`src/rtl/writeback_arbiter_pkg.sv`:
```
// Shared definitions for the register-file write-back path: write-enable
// encodings, zero-register indices and the queued write-back entry layout.
package writeback_arbiter_pkg;

  localparam int XLEN  = 32;
  localparam int REG_W = 5;

  localparam logic [1:0] REGWRITE_NONE = 2'b00;
  localparam logic [1:0] REGWRITE_INT  = 2'b01;
  localparam logic [1:0] REGWRITE_FPU  = 2'b10;

  localparam logic [REG_W-1:0] INT_ZERO_REG = 5'd0;
  localparam logic [REG_W-1:0] FPU_ZERO_REG = 5'd30;

  typedef struct packed {
    logic             fpuSel;
    logic [REG_W-1:0] rd;
    logic [XLEN-1:0]  data;
  } wb_entry_t;

  typedef enum logic [1:0] {
    GNT_NONE,
    GNT_MEM,
    GNT_FPU,
    GNT_ALU
  } grant_e;

endpackage

```
`src/rtl/writeback_arbiter_fifo.sv`:
```
// Load-result FIFO: absorbs un-stallable load pulses until the arbiter pops
// them; a push while full without a pop is dropped and flagged permanently.
module wb_load_fifo
  import writeback_arbiter_pkg::*;
#(
  parameter int DEPTH = 2
) (
  input  logic                       clk,
  input  logic                       rstn,
  input  logic                       i_push,
  input  wb_entry_t                  i_entry,
  input  logic                       i_pop,
  output wb_entry_t                  o_head,
  output logic                       o_empty,
  output logic [$clog2(DEPTH+1)-1:0] o_count,
  output logic                       o_overflow
);

  localparam int PW = $clog2(DEPTH);
  localparam int CW = $clog2(DEPTH + 1);

  wb_entry_t         r_mem [DEPTH];
  logic [PW-1:0]     r_wrPtr;
  logic [PW-1:0]     r_rdPtr;
  logic [CW-1:0]     r_count;
  logic              r_overflow;
  logic              w_full;
  logic              w_doPop;
  logic              w_doPush;

  assign w_full   = (r_count == CW'(DEPTH));
  assign o_empty  = (r_count == '0);
  assign w_doPop  = i_pop && !o_empty;
  // A pop in the same cycle frees the slot the simultaneous push needs.
  assign w_doPush = i_push && (!w_full || w_doPop);

  always_ff @(posedge clk) begin
    if (w_doPush) begin
      r_mem[r_wrPtr] <= i_entry;
    end
  end

  always_ff @(posedge clk or negedge rstn) begin
    if (!rstn) begin
      r_wrPtr    <= '0;
      r_rdPtr    <= '0;
      r_count    <= '0;
      r_overflow <= 1'b0;
    end else begin
      if (w_doPush) r_wrPtr <= r_wrPtr + PW'(1);
      if (w_doPop)  r_rdPtr <= r_rdPtr + PW'(1);
      case ({w_doPush, w_doPop})
        2'b10:   r_count <= r_count + CW'(1);
        2'b01:   r_count <= r_count - CW'(1);
        default: r_count <= r_count;
      endcase
      if (i_push && !w_doPush) r_overflow <= 1'b1;
    end
  end

  assign o_head     = r_mem[r_rdPtr];
  assign o_count    = r_count;
  assign o_overflow = r_overflow;

endmodule

```
`src/rtl/writeback_arbiter.sv`:
```
// Register-file write-back arbiter: one write per cycle chosen among queued
// loads, FPU and ALU, with starvation promotion and a registered write port.
module writeback_arbiter
  import writeback_arbiter_pkg::*;
#(
  parameter int               XLEN           = writeback_arbiter_pkg::XLEN,
  parameter int               REG_W          = writeback_arbiter_pkg::REG_W,
  parameter int               MEM_FIFO_DEPTH = 2,
  parameter int               STARVE_LIMIT   = 4,
  parameter logic [REG_W-1:0] FPU_ZERO_REG   = writeback_arbiter_pkg::FPU_ZERO_REG
) (
  input  logic             clk,
  input  logic             rstn,
  input  logic             alu_valid,
  output logic             alu_ready,
  input  logic [REG_W-1:0] alu_rd,
  input  logic             alu_fpu,
  input  logic [XLEN-1:0]  alu_data,
  input  logic             fpu_valid,
  output logic             fpu_ready,
  input  logic [REG_W-1:0] fpu_rd,
  input  logic             fpu_fpu,
  input  logic [XLEN-1:0]  fpu_data,
  input  logic             data_ready_mem,
  input  logic [REG_W-1:0] mem_rd,
  input  logic             mem_fpu,
  input  logic [XLEN-1:0]  mem_data,
  output logic             mem_full,
  output logic [REG_W-1:0] rd_wb,
  output logic [XLEN-1:0]  write_data_register_wb,
  output logic [1:0]       regwrite_wb,
  output logic             wb_overflow
);

  localparam int                CNT_W   = $clog2(STARVE_LIMIT + 1);
  localparam logic [CNT_W-1:0]  LIMIT_C = CNT_W'(STARVE_LIMIT);
  localparam int                FCW     = $clog2(MEM_FIFO_DEPTH + 1);

  grant_e           w_grant;
  wb_entry_t        w_sel;
  wb_entry_t        w_head;
  wb_entry_t        w_push;
  logic             w_headEmpty;
  logic [FCW-1:0]   w_count;
  logic             w_zeroDest;
  logic [CNT_W-1:0] r_cntAlu;
  logic [CNT_W-1:0] r_cntFpu;
  logic [REG_W-1:0] r_rd;
  logic [XLEN-1:0]  r_data;
  logic [1:0]       r_regwrite;

  assign w_push = '{fpuSel: mem_fpu, rd: mem_rd, data: mem_data};

  wb_load_fifo #(.DEPTH(MEM_FIFO_DEPTH)) u_fifo (
    .clk       (clk),
    .rstn      (rstn),
    .i_push    (data_ready_mem),
    .i_entry   (w_push),
    .i_pop     (w_grant == GNT_MEM),
    .o_head    (w_head),
    .o_empty   (w_headEmpty),
    .o_count   (w_count),
    .o_overflow(wb_overflow)
  );

  assign mem_full = (w_count == FCW'(MEM_FIFO_DEPTH));

  // Starved sources jump the queue; otherwise loads win because they cannot wait.
  always_comb begin
    w_grant = GNT_NONE;
    if (alu_valid && (r_cntAlu >= LIMIT_C))      w_grant = GNT_ALU;
    else if (fpu_valid && (r_cntFpu >= LIMIT_C)) w_grant = GNT_FPU;
    else if (!w_headEmpty)                       w_grant = GNT_MEM;
    else if (fpu_valid)                          w_grant = GNT_FPU;
    else if (alu_valid)                          w_grant = GNT_ALU;
  end

  always_comb begin
    w_sel = '0;
    case (w_grant)
      GNT_MEM: w_sel = w_head;
      GNT_FPU: w_sel = '{fpuSel: fpu_fpu, rd: fpu_rd, data: fpu_data};
      GNT_ALU: w_sel = '{fpuSel: alu_fpu, rd: alu_rd, data: alu_data};
      default: w_sel = '0;
    endcase
  end

  assign alu_ready  = (w_grant == GNT_ALU);
  assign fpu_ready  = (w_grant == GNT_FPU);
  assign w_zeroDest = w_sel.fpuSel ? (w_sel.rd == FPU_ZERO_REG) : (w_sel.rd == INT_ZERO_REG);

  always_ff @(posedge clk or negedge rstn) begin
    if (!rstn) begin
      r_cntAlu <= '0;
      r_cntFpu <= '0;
    end else begin
      if (alu_valid && (w_grant != GNT_ALU))
        r_cntAlu <= (r_cntAlu == LIMIT_C) ? r_cntAlu : r_cntAlu + CNT_W'(1);
      else
        r_cntAlu <= '0;
      if (fpu_valid && (w_grant != GNT_FPU))
        r_cntFpu <= (r_cntFpu == LIMIT_C) ? r_cntFpu : r_cntFpu + CNT_W'(1);
      else
        r_cntFpu <= '0;
    end
  end

  // Zero-register writes still consume the handshake but never enable the file.
  always_ff @(posedge clk or negedge rstn) begin
    if (!rstn) begin
      r_rd       <= '0;
      r_data     <= '0;
      r_regwrite <= REGWRITE_NONE;
    end else if (w_grant != GNT_NONE) begin
      r_rd       <= w_sel.rd;
      r_data     <= w_sel.data;
      r_regwrite <= w_zeroDest ? REGWRITE_NONE : (w_sel.fpuSel ? REGWRITE_FPU : REGWRITE_INT);
    end else begin
      r_regwrite <= REGWRITE_NONE;
    end
  end

  assign rd_wb                  = r_rd;
  assign write_data_register_wb = r_data;
  assign regwrite_wb            = r_regwrite;

endmodule

```
`config.mk`:
```
export PLATFORM = sky130hd
export DESIGN_NAME = writeback_arbiter
export DESIGN_NICKNAME = d
export VERILOG_FILES = /design/src/rtl/writeback_arbiter_pkg.sv /design/src/rtl/writeback_arbiter_fifo.sv /design/src/rtl/writeback_arbiter.sv
export SDC_FILE = /design/constraint.sdc
export NUM_CORES = 1
export LEC_CHECK = 0
export ABC_CLOCK_PERIOD_IN_PS = 3850
export CORE_ASPECT_RATIO = 0.8
export CORE_UTILIZATION = 46
export DETAILED_ROUTE_END_ITERATION = 7
export PLACE_DENSITY = 0.85
export REMOVE_ABC_BUFFERS = 1
export SLEW_MARGIN = 20
export SYNTH_ARGS = -nofsm -noshare
export SYNTH_HDL_FRONTEND = slang
export SYNTH_SLANG_ARGS = --single-unit
```
`constraint.sdc`:
```
create_clock -name clk -period 3.85 [get_ports clk]
set_clock_uncertainty 0.05 [all_clocks]
set_input_delay 0.385 -clock clk [delete_from_list [all_inputs] [get_ports clk]]
set_output_delay 0.385 -clock clk [all_outputs]
set_load 0.02 [all_outputs]
```
After elaboration in Yosys (flattened, before gate mapping)
Memories as Yosys holds them, arrays and structs flattened.
Cells that the tools add are included.
{"block": "word_totals", "out_inout_bits": 43, "input_bits": 119, "mem_count": 1, "elab_cells": 63, "reg_bits": 50, "ramBits": 76}
{"name": "u_fifo.r_mem", "words": 2, "width": 38, "rd": 1, "rd_ports_with_merged_regs": 0, "write_ports": 1, "line_no": "writeback_arbiter_fifo.sv:22", "text": "wb_entry_t r_mem [DEPTH];"}
{"block": "classes", "eq_ne": 13, "n_addsub": 6, "reduce_logical": 15, "order_cmp": 2, "muxes": 17}
{"op": "38-bit case mux with 3 select lines", "count": 1}
{"op": "2-bit 2-to-1 mux", "count": 8}
{"op": "3-bit 2-to-1 mux", "count": 4}
{"op": "2-bit == test, second input constant", "count": 4}
{"op": "2-bit != test, second input constant", "count": 4}
{"op": "1-bit logical AND", "count": 7}
{"op": "3-bit by 1-bit adder with 3-bit output, second input constant", "count": 2}
{"op": "3-bit == test, second input constant", "count": 2}
{"op": "3-bit greater-or-equal comparator, second input constant", "count": 2}
{"op": "5-bit == test, second input constant", "count": 1}
{"op": "5-bit zero test", "count": 1}
{"op": "2-bit by 1-bit == test with 1-bit output, second input constant", "count": 2}
{"op": "2-bit case mux with 2 select lines", "count": 1}
{"op": "2-bit nonzero test", "count": 2}
{"op": "1-bit zero test", "count": 3}
{"op": "1-bit 2-to-1 mux", "count": 3}
{"op": "1-bit adder, second input constant", "count": 2}
{"op": "2-bit by 1-bit adder with 2-bit output, second input constant", "count": 1}
{"op": "2-bit zero test", "count": 1}
{"op": "2-bit by 1-bit subtractor with 2-bit output, second input constant", "count": 1}
{"op": "1-bit logical OR", "count": 1}

Logic depth before layout (Yosys ltp)
Gate-level depths: netlist (run 1).
{"block": "logic_depth", "depth_word": 11, "ltp_mapped": 7, "ltp_nobuf": 5}

Hierarchy
From an unflattened synthesis (run 1), not the netlist that was laid out.
{"block": "hier_totals", "cells_unflattened": 398, "area_unflattened_um2": 5325.1}
{"mod": "wb_load_fifo", "seq_area_each_um2": 2407.3, "cells_per_inst": 144, "instances": 1, "area_per_inst_um2": 2989.1}
{"mod": "writeback_arbiter", "seq_area_each_um2": 1126.1, "cells_per_inst": 254, "instances": 1, "area_per_inst_um2": 2336.0}

Worst setup path after synthesis (run 1)
No wires, ideal clock.
{"block": "synth_timing", "path_type": "register to register", "startpoint": "reg r_cntFpu[2]", "endpoint": "mem u_fifo.r_mem[0][0] (netlist bit) (enable)", "arrival_time_ns": 2.611, "setup_time_ns": 0.433, "t_required_ns": 3.367, "path_buffers": 0, "path_stages_with_launch": 6, "synth_period_minus_slack_ns": 3.094, "setup_slack_ns": 0.756, "cell_sequence": "dfrtp_1 > o2bb2ai_1 > nand2b_1 > nand2_1 > nand2_1 > nor2_1"}
{"block": "synth_between", "elab_chain_len": 10}
{"item": "from (decl)", "line_no": "writeback_arbiter.sv:47", "text": "logic [CNT_W-1:0] r_cntFpu;"}
{"item": "from (signal assigned)", "line_no": "writeback_arbiter.sv:102", "text": "r_cntFpu <= (r_cntFpu == LIMIT_C) ? r_cntFpu : r_cntFpu + CNT_W'(1);"}
{"item": "3-bit greater-or-equal comparator", "line_no": "writeback_arbiter.sv:72", "text": "else if (fpu_valid && (r_cntFpu >= LIMIT_C)) w_grant = GNT_FPU;"}
{"item": "1-bit logical AND", "line_no": "writeback_arbiter.sv:72"}
{"item": "2-bit 2-to-1 mux", "line_no": "writeback_arbiter.sv:72"}
{"item": "2-bit 2-to-1 mux", "line_no": "writeback_arbiter.sv:71", "text": "if (alu_valid && (r_cntAlu >= LIMIT_C)) w_grant = GNT_ALU;"}
{"item": "2-bit by 1-bit == test with 1-bit output", "line_no": "writeback_arbiter.sv:59", "text": ".i_pop (w_grant == GNT_MEM),"}
{"item": "1-bit logical AND", "line_no": "writeback_arbiter_fifo.sv:33", "text": "assign w_doPop = i_pop && !o_empty;"}
{"item": "1-bit logical OR", "line_no": "writeback_arbiter_fifo.sv:35", "text": "assign w_doPush = i_push && (!w_full || w_doPop);"}
{"item": "1-bit logical AND", "line_no": "writeback_arbiter_fifo.sv:35"}
{"item": "1-bit 2-to-1 mux", "line_no": "writeback_arbiter_fifo.sv:38", "text": "if (w_doPush) begin"}
{"item": "1-bit 2-to-1 mux (not written as such)", "line_no": "writeback_arbiter_fifo.sv:39", "text": "r_mem[r_wrPtr] <= i_entry;"}
{"item": "to (decl)", "line_no": "writeback_arbiter_fifo.sv:22"}
No other way between the ends.

Final worst setup path (run 1)
{"block": "layout_timing", "startpoint": "in fpu_valid", "endpoint": "out alu_ready"}
{"block": "layout_between", "elab_chain_len": 5, "word_cells_on_any_way": 6, "classes_between": "eq/ne: 1; mux: 4; reduce/logical: 1"}
{"item": "from (decl)", "line_no": "writeback_arbiter.sv:19", "text": "input logic fpu_valid,"}
{"item": "2-bit 2-to-1 mux", "line_no": "writeback_arbiter.sv:74", "text": "else if (fpu_valid) w_grant = GNT_FPU;"}
{"item": "2-bit 2-to-1 mux", "line_no": "writeback_arbiter.sv:73", "text": "else if (!w_headEmpty) w_grant = GNT_MEM;"}
{"item": "2-bit 2-to-1 mux (*)", "line_no": "writeback_arbiter.sv:72"}
{"item": "2-bit 2-to-1 mux (*)", "line_no": "writeback_arbiter.sv:71"}
{"item": "2-bit == test (*)", "line_no": "writeback_arbiter.sv:88", "text": "assign alu_ready = (w_grant == GNT_ALU);"}
{"item": "to (decl)", "line_no": "writeback_arbiter.sv:15", "text": "output logic alu_ready,"}
Every way passes the cells marked *; elsewhere a longest branch is shown, timed or not.

==> impl_metrics.toml, run 1 <==
[run_status]
status = "finished clean"

[sta]
finalWorstPathRequiredPeriod_ns = 3.050
holdWs_ns = 0.4094
hold_viol = 0
fin_crit_sh_pct = 79.23
worst_slew_pin_slew_ns = 0.8125
finalSetupTns_ns = 0
slew_headroom_pct = 45.33
rsz0062_at_grt = "no"
drv_slew = 0
fmax_ghz = 0.3278
finalSetupViolations = 0

[critical_path]
critPathArrivalTime_ns = 2.62
slowest_stage = "clkdlybuf4s50_1"
path_buf_inv = 2
cp_slowest_stage_delay_ns = 0.73
criticalPathCategory = "in -> out"
crit_fanout = 16
critPathTopFamily = "buffers and inverters"
cp-end-kind = "output pin"
worstPathRequired_ns = 3.41
crit_path_frequent_cell = "clkdlybuf4s50_1"
start_kind = "input pin"
crit_chain = "clkdlybuf4s50_1 -> nor3_1 -> o21a_1 -> clkdlybuf4s50_1"

[global_route]
globalRouteOverflowTotal = 0
grt_max_degree = 45
antenna_found_initial = 0
grt_usage_pct = 24.09
grt_pass1_vias = 4088
grt_first_pass_wirelength_mm = 20.84

[floorplan]
die_y_um = 96.77
dieArea_um2 = 11660
pin_count = 162
start_util_pct = 47.41
num_rows = 34
core_area_um2 = 10890
chipWidth_um = 120.5

[clocking]
cts_tree = "done"
cts_max_level = 4
clk_path_buf_depth = 2
ctsResizeCount = 0
cts-root-buf = "clkbuf_16"
clk_pin_slew_worst_paths_ns = 0.05
clock_latency_ns = 0.41
cts_made_buffers = 17
cts_sinks = 126

[placement]
io_buffers = 161
dpl.hpwl_mm = 9.209
gp_congestion = 0.8535

[logic_synthesis]
syn_inst = 362
synth-edff-count = 76
ys_seq_area_share_pct = 68.43
synthDistinctLibCells = 37
avgSynthCellArea_um2 = 14.26
yosys.area.top_type = "edfxtp_1"
synth_top_area_share_pct = 44.20
syn_area_um2 = 5164
synth_area_leaders = "edfxtp_1 (44%), dfrtp_1 (24%), mux2_2 (7.4%)"
async_reset_ff_share_pct = 39.68
synthFlopType = "edfxtp_1"
ys_warn_count = 0
yosys_register_bits = 126

[layout]
antenna_cells = 0
syn_to_final_growth_pct = 46.23
drive_above_1_share_pct = 15.37
nets = 650

[detailed_routing]
wl_per_cell_um = 19.67
vias = 3865
drtAntennaViolNets = 0
routed_via_density = 5.651
drt_iter0_drc = 388
drcViolationCount = 0
finalWirelength_mm = 13.45
firstDrtPassIters = 6

[pwr]
power.density_nw_per_um2 = 794.9
irDropWorstVdd_v = 0.0003694
p_leak_nw = 2.859

[min_path]
hp-class = "reg -> reg"

[flow_run]
cap_viol_max_count = 0
stage by stage:
step	total power, W	std cells	utilization [%]	worst slack, ns	cell area [um^2]
2_1_floorplan	0.003433	338	-	0.7527	5051
3_3_place_gp	0.004327	651	63.76	1.024	6944
3_5_place_dp	0.004431	651	63.76	0.8872	6944
4_1_cts	0.006040	684	69.34	0.8710	7551
5_1_grt	0.006286	684	69.34	0.7546	7551
6_report	0.006002	684	69.34	0.7996	7551
logic make-up after synthesis:
| logic type | count (synthesis) | share of synthesized area (%) |
|---|---|---|
| xor gates and xnor gates | 4 | 0.6784 |
| buffers and inverters | 30 | 2.617 |
| DFF | 126 | 68.43 |
| muxes | 38 | 8.190 |
| adders and majority gates | 4 | 0.9693 |
| AOI/OAI and AO/OA | 88 | 12.89 |
| and+or+nand+nor | 72 | 6.227 |
report_power, final:
group	total (W)	switching, W	internal (W)
clock network	0.00158	0.000601	0.000981
registers	0.00219	0.000268	0.00192
logic	0.00223	0.00114	0.00110
sequential cells by signal, indices dropped and copies added, names as in the netlist:
register and count:
r_cntAlu 3, r_cntFpu 3, rd_wb 5, regwrite_wb 2
u_fifo.o_count 2, u_fifo.o_overflow 1, u_fifo.r_mem 76, u_fifo.r_rdPtr 1
u_fifo.r_wrPtr 1, write_data_register_wb 32
what timing repair did:
item | CTS | global route
hold endpoints to repair | 20 | 0
hold buffers | 1 | 0
buffers inserted | 0 | 0
layout make-up:
class | count | area, um^2
flip-flops and latches | 126 | 3535
fillers | 751 | 3339
repair buffers | 170 | 1702
multi-input cells | 206 | 1515
clock buffers | 18 | 439.2
well taps | 144 | 180.2
clock inverters | 14 | 157.7
inverters | 6 | 22.52
cell usage after synthesis, types with 2 or more instances:
cell,count
a222oi_1,33
and3_1,3
nand2_1,9
mux2i_1,4
a221o_1,3
a21o_1,4
and2_1,2
inv_1,6
a21oi_1,39
edfxtp_1,76
xnor2_1,4
nand2b_1,2
nor3_1,6
ha_1,4
mux2_2,34
dfrtp_1,50
o2bb2ai_1,2
buf_2,8
clkbuf_1,12
nor2_1,44
path summary, 6_finish.rpt:
check	slack, ns	start	cells past startpoint	end
max reg2reg	1.42	u_fifo.o_count[0]	6	regwrite_wb[1]
max in group asynchronous	2.47	rstn	3	u_fifo.r_rdPtr
max	0.80	fpu_valid	4	alu_ready
min reg2reg	0.41	u_fifo.o_overflow	1	u_fifo.o_overflow
min in group asynchronous	0.44	rstn	2	write_data_register_wb[11]
min	0.41	u_fifo.o_overflow	1	u_fifo.o_overflow
placed cells by master (no fill, tap or decap), types with 2 or more instances in the layout:
cell,Yosys,final
a221o_1,3,3
nand2_1,9,8
inv_6,0,5
edfxtp_1,76,76
clkinv_4,0,3
nor2_1,44,41
a222oi_1,33,33
buf_4,1,6
mux2_2,34,34
nand2b_1,2,2
a21oi_1,39,39
and2_1,2,2
nor2_4,0,2
inv_1,6,6
dfrtp_1,50,49
ha_1,4,4
and3_1,3,3
xnor2_1,4,4
clkbuf_16,0,17
bufinv_16,0,2
buf_12,0,2
o2bb2ai_1,2,2
clkdlybuf4s50_1,0,160
clkinvlp_4,0,3
mux2i_1,4,4
a21o_1,4,4
nor3_1,6,6
routing by layer:
layer / up-vias / global-route usage [%] / wire (um)
li1: 1750 / - / -
met1: 1880 / 29.08 / 5317
met2: 210 / 39.52 / 6535
met3: 25 / 8.491 / 1293
met4: 0 / 9.402 / 306
met5: - / 0 / 0
Power figures use the tool's default switching activity.
==> run 2, diff against run 1 <==
--- a/config.mk
+++ b/config.mk
@@ -5,7 +5,7 @@
 export SDC_FILE = /design/constraint.sdc
 export NUM_CORES = 1
 export LEC_CHECK = 0
-export ABC_CLOCK_PERIOD_IN_PS = 3850
+export ABC_CLOCK_PERIOD_IN_PS = 3100
 export CORE_ASPECT_RATIO = 0.8
 export CORE_UTILIZATION = 46
 export DETAILED_ROUTE_END_ITERATION = 7
==> constraint.sdc (replaced) <==
create_clock -name clk -period 3.1 [get_ports clk]
set_clock_uncertainty 0.05 [all_clocks]
set_input_delay 0.31 -clock clk [delete_from_list [all_inputs] [get_ports clk]]
set_output_delay 0.31 -clock clk [all_outputs]
set_load 0.02 [all_outputs]
==> impl_metrics.toml, run 2 (synthesis gave the netlist of run 1 again) <==
[sta]
slew_headroom_pct = 37.57
rsz0062_at_grt = "no"
finalWorstPathRequiredPeriod_ns = 2.732
drv_slew = 0
worst_slew_pin_slew_ns = 0.9279
finalSetupViolations = 0
fmax_ghz = 0.3660
hold_viol = 0
finalSetupTns_ns = 0
fin_crit_sh_pct = 88.13

[critical_path]
startpoint = "u_fifo.o_count[0]"
critPathArrivalTime_ns = 2.37
worstSetupEndpoint = "fpu_ready"
path_buf_inv = 1
worstPathRequired_ns = 2.74
cp-end-kind = "output pin"
crit_fanout = 14
slowest_stage = "clkdlybuf4s50_1"
r2r_slack_ns = 0.69
worst-path-stages = 3
cp_slowest_stage_delay_ns = 0.72
criticalPathCategory = "reg -> out"
r2r-end = "regwrite_wb[1]"
critPathTopFamily = "buffers and inverters"
r2r-start = "u_fifo.o_count[0]"
ff2ff_path_depth = 6
crit_chain = "nor2_1 -> o211a_1 -> clkdlybuf4s50_1"
start_kind = "flop"

[floorplan]
chipWidth_um = 120.5
num_rows = 34
start_util_pct = 47.41
pin_count = 162
dieArea_um2 = 11660
die_y_um = 96.77
core_area_um2 = 10890

[layout]
syn_to_final_growth_pct = 46.30
largest-register = "u_fifo.r_mem"
mostFrequentLayoutCells = "clkdlybuf4s50_1 (160), edfxtp_1 (76), dfrtp_1 (49), nor2_1 (41), a21oi_1 (39)"
fin_cells = 689
antenna_cells = 0
nets = 655
largest_register_ffs = 76
fillers = 749
mostFrequentLayoutCell = "clkdlybuf4s50_1"
drive_above_1_share_pct = 16.15

[clocking]
cts_max_level = 4
cts-root-buf = "clkbuf_16"
cts_sinks = 126
clock_latency_ns = 0.40
cts_tree = "done"
clk_path_buf_depth = 2
postCtsSetupRepairBufs = 0
cts_made_buffers = 17
clk_pin_slew_worst_paths_ns = 0.06

[global_route]
grt_usage_pct = 23.83
grt_pass1_vias = 4044
grt_max_degree = 41
globalRouteOverflowTotal = 0
antenna_found_initial = 0
grt_first_pass_wirelength_mm = 20.52

[pwr]
p_leak_nw = 2.870
irDropWorstVdd_v = 0.0005384
power.density_nw_per_um2 = 977.0

[detailed_routing]
drt_iter0_drc = 383
firstDrtPassIters = 7
finalWirelength_mm = 13.68
routed_via_density = 5.640
drtAntennaViolNets = 0
wl_per_cell_um = 19.85
drcViolationCount = 0
vias = 3886

[placement]
io_buffers = 161
gp_congestion = 0.8808
dpl.hpwl_mm = 9.388
place_inst = 656

[run_status]
status = "finished clean"

[flow_run]
cap_viol_max_count = 0

[min_path]
hp-class = "in -> async"
==> run 2: changes by cell type in the layout (fill, tap and decap cells not counted), sizes merged <==
| cell | before | now |
|---|---|---|
| clkbuf | 18 | 17 |
| buf | 9 | 14 |
| clkinv | 4 | 7 |
| inv | 11 | 10 |
| bufinv | 2 | 1 |
==> run 2: report_power, final <==
part	switching [W]	internal, W
Combinational	0.00145	0.00139
Clock	0.000753	0.00111
Sequential	0.000294	0.00238
==> run 2: what timing repair did <==
action	in CTS	in global routing
resized for setup	0	0
endpoints found under the hold margin	21	0
endpoints found under the setup margin	0	0
hold buffers	1	0
==> run 2: cell type report <==
cell class              count  area [um^2]  area share [%]
clock buffers              17        425.4           5.631
flip-flops and latches    126         3535           46.79
inverters                   6        22.52          0.2981
well taps                 144        180.2           2.385
multi-input cells         206         1515           20.06
clock inverters            15        137.6           1.822
repair buffers            175         1739           23.02
==> run 2: worst min path at each step <==
stage | start | to | cells past startpoint
finish | rstn | r_cntAlu[1] | 2
global route | rstn | r_cntAlu[1] | 2
detailed placement | rstn | r_cntAlu[1] | 1
CTS | rstn | r_cntAlu[1] | 2
floorplan | rstn | r_cntAlu[0] | 0
global placement | rstn | r_cntAlu[0] | 1
==> run 2: worst reg2reg max path, stage by stage (launching register included) <==
cell and delay, ns:
dfrtp_1 0.51, o2bb2ai_1 0.23, nor2_2 0.62, buf_4 0.41, a32o_1 0.20, a21oi_1 0.07
o21ba_1 0.20
==> run 2: routing by layer <==
layer / up-vias / GRT usage, % / routed length (um)
li1: 1766 / - / -
met4: 0 / 7.217 / 147
met1: 1907 / 27.35 / 5277
met5: - / 0 / 0
met2: 200 / 41.91 / 7036
met3: 13 / 8.019 / 1217
==> run 2: per-stage QoR <==
stage          cell area (um^2)  hold WS (ns)  setup slack, ns  utilization, %  total power [W]
2_1_floorplan              5051      -0.03559         0.002651               -         0.004264
3_3_place_gp               6982        0.2573           0.4918           64.11         0.005407
3_5_place_dp               6982        0.2717           0.4216           64.11         0.005536
4_1_cts                    7555        0.3666           0.3847           69.37         0.007429
5_1_grt                    7555        0.4079           0.2819           69.37         0.007729
6_report                   7555        0.3742           0.3678           69.37         0.007381
